$ cat config.mk
export PLATFORM = sky130hd
export DESIGN_NAME = uart_in_source_flat
export DESIGN_NICKNAME = d
export VERILOG_FILES = /design/src/rtl/uart_in_pkg.sv /design/src/rtl/uart_in_source_if.sv /design/src/rtl/uart_in_fifo.sv /design/src/rtl/uart_in_source.sv /design/src/flat_wrapper.sv
export SDC_FILE = /design/constraint.sdc
export NUM_CORES = 1
export LEC_CHECK = 0
export ABC_AREA = 1
export BUFFER_PORTS_ARGS = -buffer_cell sky130_fd_sc_hd__buf_2
export CORE_UTILIZATION = 45
export DETAILED_ROUTE_END_ITERATION = 8
export PLACE_DENSITY = 0.69
export SKIP_CTS_REPAIR_TIMING = 1
export SYNTH_ARGS = -nofsm -noshare
export SYNTH_HDL_FRONTEND = slang
export SYNTH_SLANG_ARGS = --single-unit
$ cat constraint.sdc
create_clock -name clock -period 3.8 [get_ports clock]
set_input_delay 0.38 -clock clock [delete_from_list [all_inputs] [get_ports clock]]
set_output_delay 0.38 -clock clock [all_outputs]
set_load 0.005 [all_outputs]
$ cat src/rtl/uart_in_pkg.sv
// Shared constants and state encoding for the UART input-channel responder.
package uart_in_pkg;

  localparam logic [7:0] UART_NO_CHAR = 8'hFF;
  localparam int         UART_CNT_W   = 32;

  typedef enum logic [0:0] {
    ST_READY = 1'b0,
    ST_GAP   = 1'b1
  } uart_in_state_e;

endpackage

$ cat src/rtl/uart_in_source_if.sv
// Host-side and DUT-side signals of the UART input responder, grouped as one bundle.
interface uart_in_source_if #(
  parameter int DEPTH = 16
);
  import uart_in_pkg::*;

  localparam int LW = $clog2(DEPTH) + 1;

  logic                  push_valid;
  logic [7:0]            push_ch;
  logic                  push_ready;
  logic                  flush;
  logic                  io_uart_in_valid;
  logic [7:0]            io_uart_in_ch;
  logic [LW-1:0]         level;
  logic [UART_CNT_W-1:0] rd_count;
  logic [UART_CNT_W-1:0] empty_rd_count;

  modport master (
    output push_valid, push_ch, flush, io_uart_in_valid,
    input  push_ready, io_uart_in_ch, level, rd_count, empty_rd_count
  );

  modport slave (
    input  push_valid, push_ch, flush, io_uart_in_valid,
    output push_ready, io_uart_in_ch, level, rd_count, empty_rd_count
  );

endinterface

$ cat src/rtl/uart_in_fifo.sv
// Synchronous FIFO with registered pointers/level, combinational head and flush.
module uart_in_fifo #(
  parameter  int DEPTH = 16,
  parameter  int WIDTH = 8,
  localparam int AW    = $clog2(DEPTH),
  localparam int LW    = AW + 1
) (
  input  logic             clock,
  input  logic             reset,
  input  logic             push,
  input  logic             pop,
  input  logic             flush,
  input  logic [WIDTH-1:0] din,
  output logic [WIDTH-1:0] head,
  output logic [LW-1:0]    level,
  output logic             full,
  output logic             empty
);

  logic [WIDTH-1:0] mem [DEPTH];
  logic [AW-1:0]    wr_ptr;
  logic [AW-1:0]    rd_ptr;
  logic             push_ok;
  logic             pop_ok;

  assign full    = (level == LW'(DEPTH));
  assign empty   = (level == '0);
  assign push_ok = push && !full && !flush;
  assign pop_ok  = pop && !empty && !flush;
  assign head    = mem[rd_ptr];

  // Storage carries no reset; level alone decides whether the head is valid.
  always_ff @(posedge clock) begin
    if (push_ok) mem[wr_ptr] <= din;
  end

  always_ff @(posedge clock or negedge reset) begin
    if (!reset) begin
      wr_ptr <= '0;
      rd_ptr <= '0;
      level  <= '0;
    end else if (flush) begin
      wr_ptr <= '0;
      rd_ptr <= '0;
      level  <= '0;
    end else begin
      if (push_ok) wr_ptr <= wr_ptr + 1'b1;
      if (pop_ok)  rd_ptr <= rd_ptr + 1'b1;
      level <= level + LW'(push_ok) - LW'(pop_ok);
    end
  end

endmodule

$ cat src/rtl/uart_in_source.sv
// Answers each UART read strobe with the next queued host character, or 0xFF when none
// is available or the post-delivery pacing gap is still running.
module uart_in_source
  import uart_in_pkg::*;
#(
  parameter  int DEPTH      = 16,
  parameter  int GAP_CYCLES = 0,
  localparam int LW         = $clog2(DEPTH) + 1
) (
  input  logic            clock,
  input  logic            reset,
  uart_in_source_if.slave bus
);

  localparam int         GW      = (GAP_CYCLES > 0) ? $clog2(GAP_CYCLES + 1) : 1;
  localparam logic [0:0] S_READY = ST_READY;
  localparam logic [0:0] S_GAP   = ST_GAP;

  logic [0:0]            state;
  logic [GW-1:0]         gap_cnt;
  logic [UART_CNT_W-1:0] rd_cnt;
  logic [UART_CNT_W-1:0] empty_cnt;
  logic [7:0]            head;
  logic [LW-1:0]         level;
  logic                  full;
  logic                  empty;
  logic                  deliver;
  logic                  push;
  logic                  pop;

  function automatic logic [UART_CNT_W-1:0] sat_inc(input logic [UART_CNT_W-1:0] v);
    return (v == '1) ? v : v + 1'b1;
  endfunction

  // The answer depends only on registered state, never on this cycle's push.
  assign deliver = (state == S_READY) && !empty;
  assign pop     = bus.io_uart_in_valid && deliver && !bus.flush;
  assign push    = bus.push_valid && !full && !bus.flush;

  assign bus.io_uart_in_ch  = deliver ? head : UART_NO_CHAR;
  assign bus.push_ready     = !full;
  assign bus.level          = level;
  assign bus.rd_count       = rd_cnt;
  assign bus.empty_rd_count = empty_cnt;

  uart_in_fifo #(
    .DEPTH (DEPTH),
    .WIDTH (8)
  ) u_fifo (
    .clock (clock),
    .reset (reset),
    .push  (push),
    .pop   (pop),
    .flush (bus.flush),
    .din   (bus.push_ch),
    .head  (head),
    .level (level),
    .full  (full),
    .empty (empty)
  );

  always_ff @(posedge clock or negedge reset) begin
    if (!reset) begin
      state     <= S_READY;
      gap_cnt   <= '0;
      rd_cnt    <= '0;
      empty_cnt <= '0;
    end else begin
      // A read in a flush cycle is still counted by what it was answered with.
      if (bus.io_uart_in_valid) begin
        if (deliver) rd_cnt    <= sat_inc(rd_cnt);
        else         empty_cnt <= sat_inc(empty_cnt);
      end
      if (bus.flush) begin
        state   <= S_READY;
        gap_cnt <= '0;
      end else if (state == S_GAP) begin
        if (gap_cnt == GW'(1)) begin
          state   <= S_READY;
          gap_cnt <= '0;
        end else begin
          gap_cnt <= gap_cnt - 1'b1;
        end
      end else if (pop && (GAP_CYCLES > 0)) begin
        state   <= S_GAP;
        gap_cnt <= GW'(GAP_CYCLES);
      end
    end
  end

endmodule

$ cat src/flat_wrapper.sv
// flat-port wrapper written by rule: the top's interface ports become plain ports
module uart_in_source_flat import uart_in_pkg::*;
#(
  parameter  int DEPTH      = 16,
  parameter  int GAP_CYCLES = 0,
  localparam int LW         = $clog2(DEPTH) + 1
)
  (clock, reset, bus_push_valid, bus_push_ch, bus_flush, bus_io_uart_in_valid, bus_push_ready, bus_io_uart_in_ch, bus_level, bus_rd_count, bus_empty_rd_count);
  uart_in_source_if #(.DEPTH(DEPTH)) bus_i ();
  input  logic clock;
  input  logic reset;
  input wire logic [$bits(bus_i.push_valid)-1:0] bus_push_valid;
  input wire logic [$bits(bus_i.push_ch)-1:0] bus_push_ch;
  input wire logic [$bits(bus_i.flush)-1:0] bus_flush;
  input wire logic [$bits(bus_i.io_uart_in_valid)-1:0] bus_io_uart_in_valid;
  output wire logic [$bits(bus_i.push_ready)-1:0] bus_push_ready;
  output wire logic [$bits(bus_i.io_uart_in_ch)-1:0] bus_io_uart_in_ch;
  output wire logic [$bits(bus_i.level)-1:0] bus_level;
  output wire logic [$bits(bus_i.rd_count)-1:0] bus_rd_count;
  output wire logic [$bits(bus_i.empty_rd_count)-1:0] bus_empty_rd_count;
  assign bus_i.push_valid = bus_push_valid;
  assign bus_i.push_ch = bus_push_ch;
  assign bus_i.flush = bus_flush;
  assign bus_i.io_uart_in_valid = bus_io_uart_in_valid;
  assign bus_push_ready = bus_i.push_ready;
  assign bus_io_uart_in_ch = bus_i.io_uart_in_ch;
  assign bus_level = bus_i.level;
  assign bus_rd_count = bus_i.rd_count;
  assign bus_empty_rd_count = bus_i.empty_rd_count;
  uart_in_source #(.DEPTH(DEPTH), .GAP_CYCLES(GAP_CYCLES)) u_core (.clock(clock), .reset(reset), .bus(bus_i));
endmodule
==> flow_metrics.tcl, run 1 <==
set metrics [dict create \
    slowest_delay_ns 0.76 \
    cts-root-buf "clkbuf_16" \
    fin_skew_ns 0.0179 \
    synthFlopType "edfxtp_1" \
    crit_top_cell "nand3_1" \
    fin_crit_ns 3.12 \
    ys_types 33 \
    row_count 55 \
    postRouteAntennaNets 0 \
    vdd_drop_max_v 0.000392 \
    die_w_um 154 \
    synthTopCellsByArea "edfxtp_1, dfrtp_1, nand2_1, nor2_1, o21ai_0" \
    viasPerCell 5.27 \
    avgSynthCellArea_um2 8.78 \
    synthMuxAreaShare_pct 0 \
    status "finished, final reports clean" \
    start_kind "register" \
    numPortBuffers 90 \
    grt_pass1_wl_um 42300 \
    fmax_ghz 0.321 \
    dp.cells 1522 \
    worst_pin_slew_ns 1.05 \
    setup_violations 0 \
    multi_input_area_um2 4160 \
    synth_area_leader_cell "edfxtp_1" \
    drt-total-wl_um 26000 \
    yosysMostFrequentCell "nand2_1" \
    synth-seq-area-share_pct 56.0 \
    cts_sinks 207 \
    synth_xor_area_share_pct 2.53 \
    synthCells 1183 \
    cp.required_ns 3.42 \
    seq_area_um2 5820 \
    rsz0062_at_grt "false" \
    cpMaxStageDelayCell "dfrtp_1" \
    end_kind "output pin" \
    clock_path_buffers 3 \
    synthToLayoutAreaGrowth_pct 12.7 \
    start_util_pct 45.9 \
    synthSimpleGateAreaFrac_pct 30.3 \
    layoutNonFillerInstCount 1565 \
    max-slew-margin-rel_pct 29.7 \
    vias 8250 \
    synth-edff-count 128 \
    synth_top_family_by_area "simple AND/OR/NAND/NOR gates" \
    hold_viol 0 \
    drtIter0Drc 624 \
    wl_per_cell_um 16.6 \
    synth-async-reset-ratio_pct 38.2 \
    grt_overflow 0 \
    worstPathArrival_ns 2.74 \
    final_nets 1289 \
    dpl.hpwl_um 17100 \
    crit_chain "clkinv_1 -> a21oi_1 -> o21ai_0 -> nand3_1 -> nand3_1 -> buf_2" \
    hp-class "in2async" \
    syn_nets 1210 \
    final_layout_size_suffix_gt1_share_pct 12.8 \
    synth_common_cells "nand2_1, nor2_1, edfxtp_1" \
    core_um2 22600 \
    path_clk_slew_ns 0.06 \
    ys_ff_latch 207 \
    antenna_found_initial 2 \
    timing.final.crit_share_pct 82.0 \
    syn-cell-area_um2 10400 \
    ioPinCount 91 \
    synth-compound-area-share_pct 5.48 \
    yosysTopAreaCellShare_pct 37.0 \
    yosys.area_share.adder_pct 1.76 \
    grtUsageTotal_pct 22.5 \
    cts_buffers 23 \
    reg2reg_slack_ns 0.74 \
    dieArea_um2 23700 \
    rr_worst_depth 17 \
    power.leakage_uw 0.00494 \
    h-tree-depth 1 \
    worstPathMaxFanout 18 \
    grt_max_degree 80 \
    drt_first_pass_iters 6 \
    synth_warnings 0 \
    die_h_um 154 \
    globalplace.congestion 0.903 \
    fillCellCount 2068 \
    timing.rr.end "u_core.u_fifo.level[4]" \
    cts_tree "done" \
    grt_pass1_vias 7833 \
    clock_latency_ns 0.50 \
    powerDensity_nw_per_um2 536 \
    slew_viol_final 0 \
    drc 0 \
    max-cap-violations 0 \
    finalSetupTns_ns 0 \
    r2r_start "u_core.u_fifo.level[2]" \
    path_delay_family "buffers and inverters" \
    critical_path_class "reg2out" \
    crit_buf_inv 2 \
]
==> where the power goes <==
| group | total [µW] | internal (µW) | switching, µW |
|---|---|---|---|
| clock | 2130 | 1250 | 876 |
| combinational | 1530 | 481 | 1050 |
| sequential | 2620 | 2500 | 119 |
==> flip-flops by register name, summed over array words and instances, names as in the netlist <==
name and flops:
u_core.bus.empty_rd_count 32, u_core.state 1, u_core.u_fifo.level 5, u_core.u_fifo.mem 128
u_core.gap_cnt 1, u_core.u_fifo.wr_ptr 4, u_core.bus.rd_count 32, u_core.u_fifo.rd_ptr 4
==> final cells by class <==
type                    instances  share of cell area [%]
flip-flops and latches        207                    49.7
multi-input cells             888                    35.5
clock buffers                  29                    5.11
repair buffers                 93                    4.06
well taps                     285                    3.04
inverters                      49                    1.57
clock inverters                13                   0.972
diodes                          1                  0.0214
==> cell usage in the layout (no fill, tap or decap), drive strengths merged <==
master / count
o21bai: 1
nor3: 2
a31oi: 1
dfrtp: 79
xor2: 21
diode: 1
clkbuf: 29
nand3: 61
bufinv: 2
clkinv: 11
nand3b: 27
o21ai: 81
nand2: 399
xnor2: 9
nor2: 242
fa: 1
buf: 93
a21oi: 6
inv: 49
nand4: 7
edfxtp: 128
ha: 13
o211ai: 16
nor3b: 1
==> cells by family (layout without fill, tap and decap cells) <==
kind of cell | after synthesis | count (layout)
adder cells (fa/ha/maj) | 14 | 14
flip-flops | 207 | 207
AO/OA/AOI/OAI | 105 | 105
XOR/XNOR | 30 | 30
buffers and inverters | 88 | 184
AND/OR/NAND/NOR | 739 | 739
other | 0 | 1
==> worst max-delay path by stage <==
| stage | depth (start not counted) | from | to | slack [ns] |
|---|---|---|---|---|
| after floorplan | 18 | u_core.u_fifo.level[2] | u_core.u_fifo.level[4] | 1.12 |
| after global placement | 17 | u_core.u_fifo.level[3] | u_core.u_fifo.level[4] | 0.91 |
| after detailed placement | 17 | u_core.u_fifo.level[2] | u_core.u_fifo.level[4] | 0.79 |
| after CTS | 6 | u_core.u_fifo.rd_ptr[2] | bus_io_uart_in_ch[6] | 0.71 |
| after global routing | 17 | u_core.u_fifo.level[2] | u_core.u_fifo.level[4] | 0.51 |
| final | 6 | u_core.u_fifo.rd_ptr[2] | bus_io_uart_in_ch[6] | 0.68 |
==> worst reg2reg max path, stage by stage, from the launching register on <==
cell	delay (ns)
dfrtp_1	0.38
inv_1	0.08
ha_1	0.22
nand3_1	0.11
nand2_1	0.08
inv_1	0.39
nand3_1	0.18
inv_1	0.16
ha_1	0.24
inv_1	0.06
ha_1	0.15
inv_1	0.05
fa_1	0.35
inv_1	0.09
a21oi_1	0.07
o21bai_1	0.16
o21ai_0	0.11
a21oi_1	0.12
==> routing by layer <==
metal	share of wire [%]	track usage [%]
met5	0.042	0
met4	1.7	5.14
met3	6.2	3.27
met2	47	37.8
met1	45	30.8
==> through the flow <==
| step | hold WS (ns) | setup WS, ns | utilization [%] | power, µW | instance area, µm² |
|---|---|---|---|---|---|
| final | 0.0548 | 0.684 | 51.7 | 6270 | 11700 |
| after global routing | 0.137 | 0.510 | 51.7 | 6630 | 11700 |
| after CTS | 0.108 | 0.713 | 51.7 | 6340 | 11700 |
| after detailed placement | 0.436 | 0.791 | 48.6 | 4210 | 11000 |
| after global placement | 0.432 | 0.909 | 48.6 | 4170 | 11000 |
| after floorplan | 0.0844 | 1.12 | - | 3750 | 10400 |
Note: power is estimated with default switching activity, not from simulation.
==> inputs of run 2 (changes only) <==
Settings changed: PLACE_DENSITY 0.69 to 0.71.
Clock period 3.8 ns to 2.52 ns, I/O delays scaled along.
==> run 2 against run 1 <==
  * Critical path depth increased by 10
  * Via count is 0.63% higher
  * Final cell count is 2.4% higher
  * Clock skew up 0.0039 ns
  * Die area unchanged
  * Largest power group unchanged
  * Highest routed layer is now met4
==> flow_metrics.tcl, run 2 (synthesized netlist as in run 1, its figures left out) <==
set metrics [dict create \
    path_delay_family "adder cells" \
    max-slew-margin-rel_pct 44.6 \
    critical_path_class "reg2reg" \
    worst_pin_slew_ns 0.829 \
    grt_max_degree 49 \
    cts_sinks 207 \
    start_kind "register" \
    synthToLayoutAreaGrowth_pct 17.1 \
    largest_reg_flops 128 \
    powerDensity_nw_per_um2 821 \
    end_kind "register" \
    fmax_ghz 0.417 \
    whs_endpoint "u_core.u_fifo.wr_ptr[2]" \
    globalplace.congestion 0.894 \
    status "finished, final reports clean" \
    layoutNonFillerInstCount 1602 \
    fin_skew_ns 0.0218 \
    drt-total-wl_um 24700 \
    crit_top_cell "inv_1" \
    clock_path_buffers 3 \
    final_nets 1326 \
    die_h_um 154 \
    grt_overflow 0 \
    drtIter0Drc 599 \
    final_common_cell "nand2_1" \
    r2r_start "u_core.u_fifo.level[2]" \
    rr_worst_depth 16 \
    top_usage_layer "met2" \
    grt_use_met2_pct 35.8 \
    worstPathArrival_ns 2.84 \
    timing.final.crit_share_pct 95.1 \
    core_um2 22600 \
    crit_buf_inv 5 \
    power.leakage_uw 0.00517 \
    whs_path_depth 2 \
    grtUsageTotal_pct 21.0 \
    slowest_delay_ns 0.38 \
    fillCellCount 2033 \
    dp.cells 1555 \
    cts-root-buf "clkbuf_16" \
    worstPathMaxFanout 3 \
    row_count 55 \
    path_clk_slew_ns 0.06 \
    h-tree-depth 1 \
    cts_buffers 23 \
    cp.required_ns 2.96 \
    vias 8302 \
    final_layout_size_suffix_gt1_share_pct 16.7 \
    timing.rr.end "u_core.u_fifo.level[4]" \
    cpMaxStageDelayCell "dfrtp_1" \
    use_met3_pct 2.76 \
    numPortBuffers 90 \
    use_met1_pct 27.8 \
    hold_viol 0 \
    grt_pass1_vias 7836 \
    clock_latency_ns 0.52 \
    antenna_found_initial 1 \
    drc 0 \
    reg2reg_slack_ns 0.12 \
    hp-class "in2reg" \
    cts_tree "done" \
    rsz0062_at_grt "true" \
    grt_pass1_wl_um 39800 \
    final_cell_mix "nand2_1, nor2_1, edfxtp_1, buf_2, dfrtp_1" \
    start_util_pct 45.9 \
    dieArea_um2 23700 \
    viasPerCell 5.18 \
    wl_per_cell_um 15.4 \
    setup_violations 0 \
    fin_crit_ns 2.40 \
    crit_chain "inv_2 -> ha_4 -> nand3_1 -> nand2_2 -> nor2_4 -> inv_1 -> ha_1 -> inv_1 -> ha_2 -> inv_1 -> fa_2 -> inv_2 -> a21oi_1 -> o21bai_1 -> o21ai_1 -> a21oi_1" \
    largest-register "u_core.u_fifo.mem" \
    die_w_um 154 \
    slew_viol_final 0 \
    drt_first_pass_iters 5 \
    finalSetupTns_ns 0 \
    hold_start "bus_flush" \
    dpl.hpwl_um 16600 \
    ioPinCount 91 \
    postRouteAntennaNets 0 \
    max-cap-violations 0 \
    vdd_drop_max_v 0.000499 \
]
-- run 2: changes by cell type in the layout (fill, tap and decap cells not counted), moves of 3 or more --
cell / delta
buf_4: +33
inv_1: -6
clkinvlp_4: +5
clkbuf_1: -4
inv_2: +4
bufinv_16: +3
-- run 2: worst reg2reg max path, cell delays in order (launching register included) --
cell	delay, ns
dfrtp_1	0.38
inv_2	0.07
ha_4	0.16
nand3_1	0.10
nand2_2	0.08
nor2_4	0.11
inv_1	0.05
ha_1	0.28
inv_1	0.06
ha_2	0.16
inv_1	0.05
fa_2	0.33
inv_2	0.07
a21oi_1	0.06
o21bai_1	0.16
o21ai_1	0.07
a21oi_1	0.12
-- run 2: routing by layer --
layer	part of all wire [%]	routed length, µm
met1	43	10700
met2	49	12000
met3	5.7	1410
met4	2.1	522
met5	0	0
-- run 2: area by class of cell --
class | instances | area [µm²] | share of cell area (%)
flip-flops and latches | 207 | 5820 | 47.9
multi-input cells | 888 | 4200 | 34.5
repair buffers | 130 | 788 | 6.48
clock buffers | 25 | 583 | 4.79
well taps | 285 | 357 | 2.93
clock inverters | 17 | 214 | 1.76
inverters | 49 | 194 | 1.59
diodes | 1 | 2.50 | 0.0206
-- run 2: power by group --
part | switching, µW | internal (µW) | total (µW) | leakage, µW
Clock | 1330 | 2180 | 3510 | 0.000375
Sequential | 168 | 3770 | 3940 | 0.00224
Combinational | 1630 | 897 | 2530 | 0.00256
-- run 2: stage by stage --
step / hold WS [ns] / power (µW) / setup slack (ns) / util [%] / cell area, µm²
6_report: 0.0421 / 9980 / 0.124 / 53.7 / 12200
5_1_grt: 0.0568 / 10500 / -0.0284 / 53.7 / 12200
4_1_cts: -0.241 / 9980 / -0.00793 / 53.4 / 12100
3_5_place_dp: 0.289 / 6470 / 0.0224 / 49.9 / 11300
3_3_place_gp: 0.293 / 6400 / 0.109 / 49.9 / 11300
2_1_floorplan: -0.0436 / 5700 / 0.00576 / - / 10400
-- run 2: worst max-delay path by stage --
stage | from | endpoint | depth (start not counted)
finish | u_core.u_fifo.level[2] | u_core.u_fifo.level[4] | 16
global placement | u_core.u_fifo.level[3] | u_core.u_fifo.level[4] | 17
CTS | u_core.u_fifo.level[2] | u_core.u_fifo.level[4] | 17
global route | u_core.u_fifo.level[2] | u_core.u_fifo.level[4] | 17
detailed placement | u_core.u_fifo.level[2] | u_core.u_fifo.level[4] | 17
floorplan | u_core.u_fifo.level[3] | u_core.u_fifo.level[4] | 18
==> inputs of run 3 (changes only) <==
Settings changed: ABC_AREA 1 to unset, CELL_PAD_IN_SITES_DETAIL_PLACEMENT set to 1, CELL_PAD_IN_SITES_GLOBAL_PLACEMENT set to 1, CORE_UTILIZATION 45 to 44, PLACE_DENSITY 0.71 to 0.81, SKIP_LAST_GASP set to 1.
==> run 3 against run 2 <==
  * The flow now finishes with violations (negative setup slack)
  * Sequential cell count unchanged
  * Fmax shrank 14%
  * Register-to-register slack worse by 0.26 ns
  * Sequential power grew 2%
  * Critical path type is now reg2out
  * Largest cell class unchanged
  * Largest power group unchanged
==> flow_metrics.tcl, run 3 <==
set metrics [dict create \
    power_uw 9850 \
    synth-seq-area-share_pct 64.7 \
    viasPerCell 5.73 \
    yosysMostFrequentCell "edfxtp_1" \
    timing.rr.end "u_core.u_fifo.level[4]" \
    final_nets 782 \
    cts-root-buf "clkbuf_16" \
    h-tree-depth 1 \
    synth-edff-count 128 \
    hold_viol 0 \
    vdd_drop_max_v 0.000800 \
    power.leakage_uw 0.00438 \
    reg2reg_slack_ns -0.14 \
    grt_overflow 0 \
    p_int_uw 7130 \
    fillCellCount 1971 \
    hp-class "in2reg" \
    numPortBuffers 90 \
    start_util_pct 45.5 \
    wl_per_cell_um 24.0 \
    max-cap-violations 0 \
    path_clk_slew_ns 0.06 \
    die_h_um 145 \
    grt_pass1_vias 6494 \
    synth_area_leader_cell "edfxtp_1" \
    power_frac_comb_pct 26.2 \
    grtUsageTotal_pct 23.2 \
    whs_path_depth 2 \
    synth_common_cells "edfxtp_1, dfrtp_1, mux4_2, nor2_1, xor2_1" \
    cts_buffers 22 \
    finalSetupTns_ns -1.96 \
    die_w_um 145 \
    setup_violations 10 \
    dpl.hpwl_um 15200 \
    syn_nets 628 \
    ys_types 49 \
    seqPwrFrac_pct 40.7 \
    timing.final.crit_share_pct 111 \
    fin_ws_ns -0.269 \
    grt_pass1_wl_um 37400 \
    row_count 51 \
    dieArea_um2 21000 \
    avgSynthCellArea_um2 15.0 \
    fin_skew_ns 0.0166 \
    fin_util_pct 56.0 \
    synth-async-reset-ratio_pct 38.2 \
    final_layout_size_suffix_gt1_share_pct 32.2 \
    rr_worst_depth 16 \
    place_area_um2 10100 \
    start_kind "register" \
    final_common_cell "edfxtp_1" \
    drt-total-wl_um 24900 \
    synthToLayoutAreaGrowth_pct 23.1 \
    design_area_um2 11100 \
    synth_warnings 0 \
    rsz0062_at_grt "true" \
    r2r_start "u_core.u_fifo.level[3]" \
    final_cell_mix "edfxtp_1, buf_2, dfrtp_1, buf_4, mux4_2" \
    swShare_pct 27.6 \
    violations "negative setup slack" \
    p_clk_share_pct 33.1 \
    drtIter0Drc 435 \
    globalplace.congestion 0.812 \
    cp.required_ns 2.27 \
    clock_latency_ns 0.50 \
    fin_crit_ns 2.79 \
    postRouteAntennaNets 0 \
    post-place-ws_ns -0.202 \
    hold_start "bus_flush" \
    worst_pin_slew_ns 0.764 \
    ioPinCount 91 \
    slew_viol_final 0 \
    synthTopCellsByArea "edfxtp_1, dfrtp_1, mux4_2, xor2_1, xnor2_1" \
    drc 0 \
    status "complete, but fails checks" \
    worstPathMaxFanout 5 \
    yosysTopAreaCellShare_pct 42.7 \
    whs_endpoint "u_core.u_fifo.rd_ptr[0]" \
    critical_path_class "reg2out" \
    core_um2 19800 \
    grt_max_degree 65 \
    ys_ff_latch 207 \
    largest_reg_flops 128 \
    powerDensity_nw_per_um2 888 \
    drt_first_pass_iters 4 \
    worstPathArrival_ns 2.54 \
    antenna_found_initial 1 \
    power.net_switching_uw 2710 \
    vias 5939 \
    largest-register "u_core.u_fifo.mem" \
    end_kind "output pin" \
    syn-cell-area_um2 9000 \
    cts_sinks 207 \
    clock_path_buffers 3 \
    synthCells 601 \
    cts_tree "done" \
    synthFlopType "edfxtp_1" \
    max-slew-margin-rel_pct 48.4 \
    fmax_ghz 0.359 \
]
==> run 3: cell count changes after synthesis, sizes merged, moves of 26 or more <==
cell    change
inv        -30
mux4       +40
nand2     -366
nand3      -35
nand3b     -26
nor2      -202
o21ai      -77
==> run 3: power by group through the flow <==
| stage | Sequential, µW | Combinational [µW] | Clock (µW) |
|---|---|---|---|
| final | 4010 | 2580 | 3260 |
| after global routing | 4030 | 2770 | 3410 |
| after CTS | 4010 | 2110 | 3310 |
| after detailed placement | 4070 | 2070 | 0 |
| after global placement | 4040 | 1970 | 0 |
| after floorplan | 4020 | 1230 | 0 |
==> run 3: cells by family after synthesis <==
logic type,after synthesis,synth area share [%]
DFF,207,64.7
and+or+nand+nor,206,12.6
xor gates and xnor gates,65,6.32
muxes,44,10.5
buffers and inverters,37,1.70
AOI/OAI and AO/OA,28,2.22
adders and majority gates,14,2.03
==> run 3: area by class of cell <==
cell class	instances	area, µm²	share of cell area [%]
antenna	1	2.50	0.0226
clock buffer	33	633	5.71
clock inverter	7	92.6	0.835
inverter	17	63.8	0.576
multi-input combinational	357	3080	27.8
sequential	207	5820	52.5
tap	265	332	2.99
timing repair buffer	150	1050	9.50
==> run 3: metrics by stage <==
stage,instances,hold WS (ns)
after global placement,979,0.126
after CTS,1019,-0.394
after global routing,1036,0.0665
after detailed placement,979,0.130
after floorplan,601,-0.0436
final,1037,0.0464
==> run 3: worst max-delay path: stages, from the launching register on <==
cell and delay [ns]:
dfrtp_2 0.44, buf_6 0.15, buf_12 0.13, mux4_2 0.53, mux4_2 0.51, nand2b_4 0.17, buf_6 0.11
==> run 3: worst max path at each step <==
stage | slack, ns | startpoint | to
detailed placement | -0.20 | u_core.u_fifo.level[3] | u_core.u_fifo.level[4]
global route | -0.32 | u_core.u_fifo.rd_ptr[0] | bus_io_uart_in_ch[2]
global placement | -0.02 | u_core.u_fifo.level[2] | u_core.u_fifo.level[4]
floorplan | -0.13 | u_core.u_fifo.level[3] | u_core.u_fifo.level[4]
finish | -0.27 | u_core.u_fifo.rd_ptr[0] | bus_io_uart_in_ch[2]
CTS | -0.35 | u_core.u_fifo.rd_ptr[0] | bus_io_uart_in_ch[2]
==> run 3: layer usage <==
layer	vias to the layer above	wire (µm)	track usage, %
li1	2588	-	-
met1	3107	9840	29.4
met2	195	13000	40.0
met3	49	1150	3.18
met4	0	818	9.68
met5	-	0	0
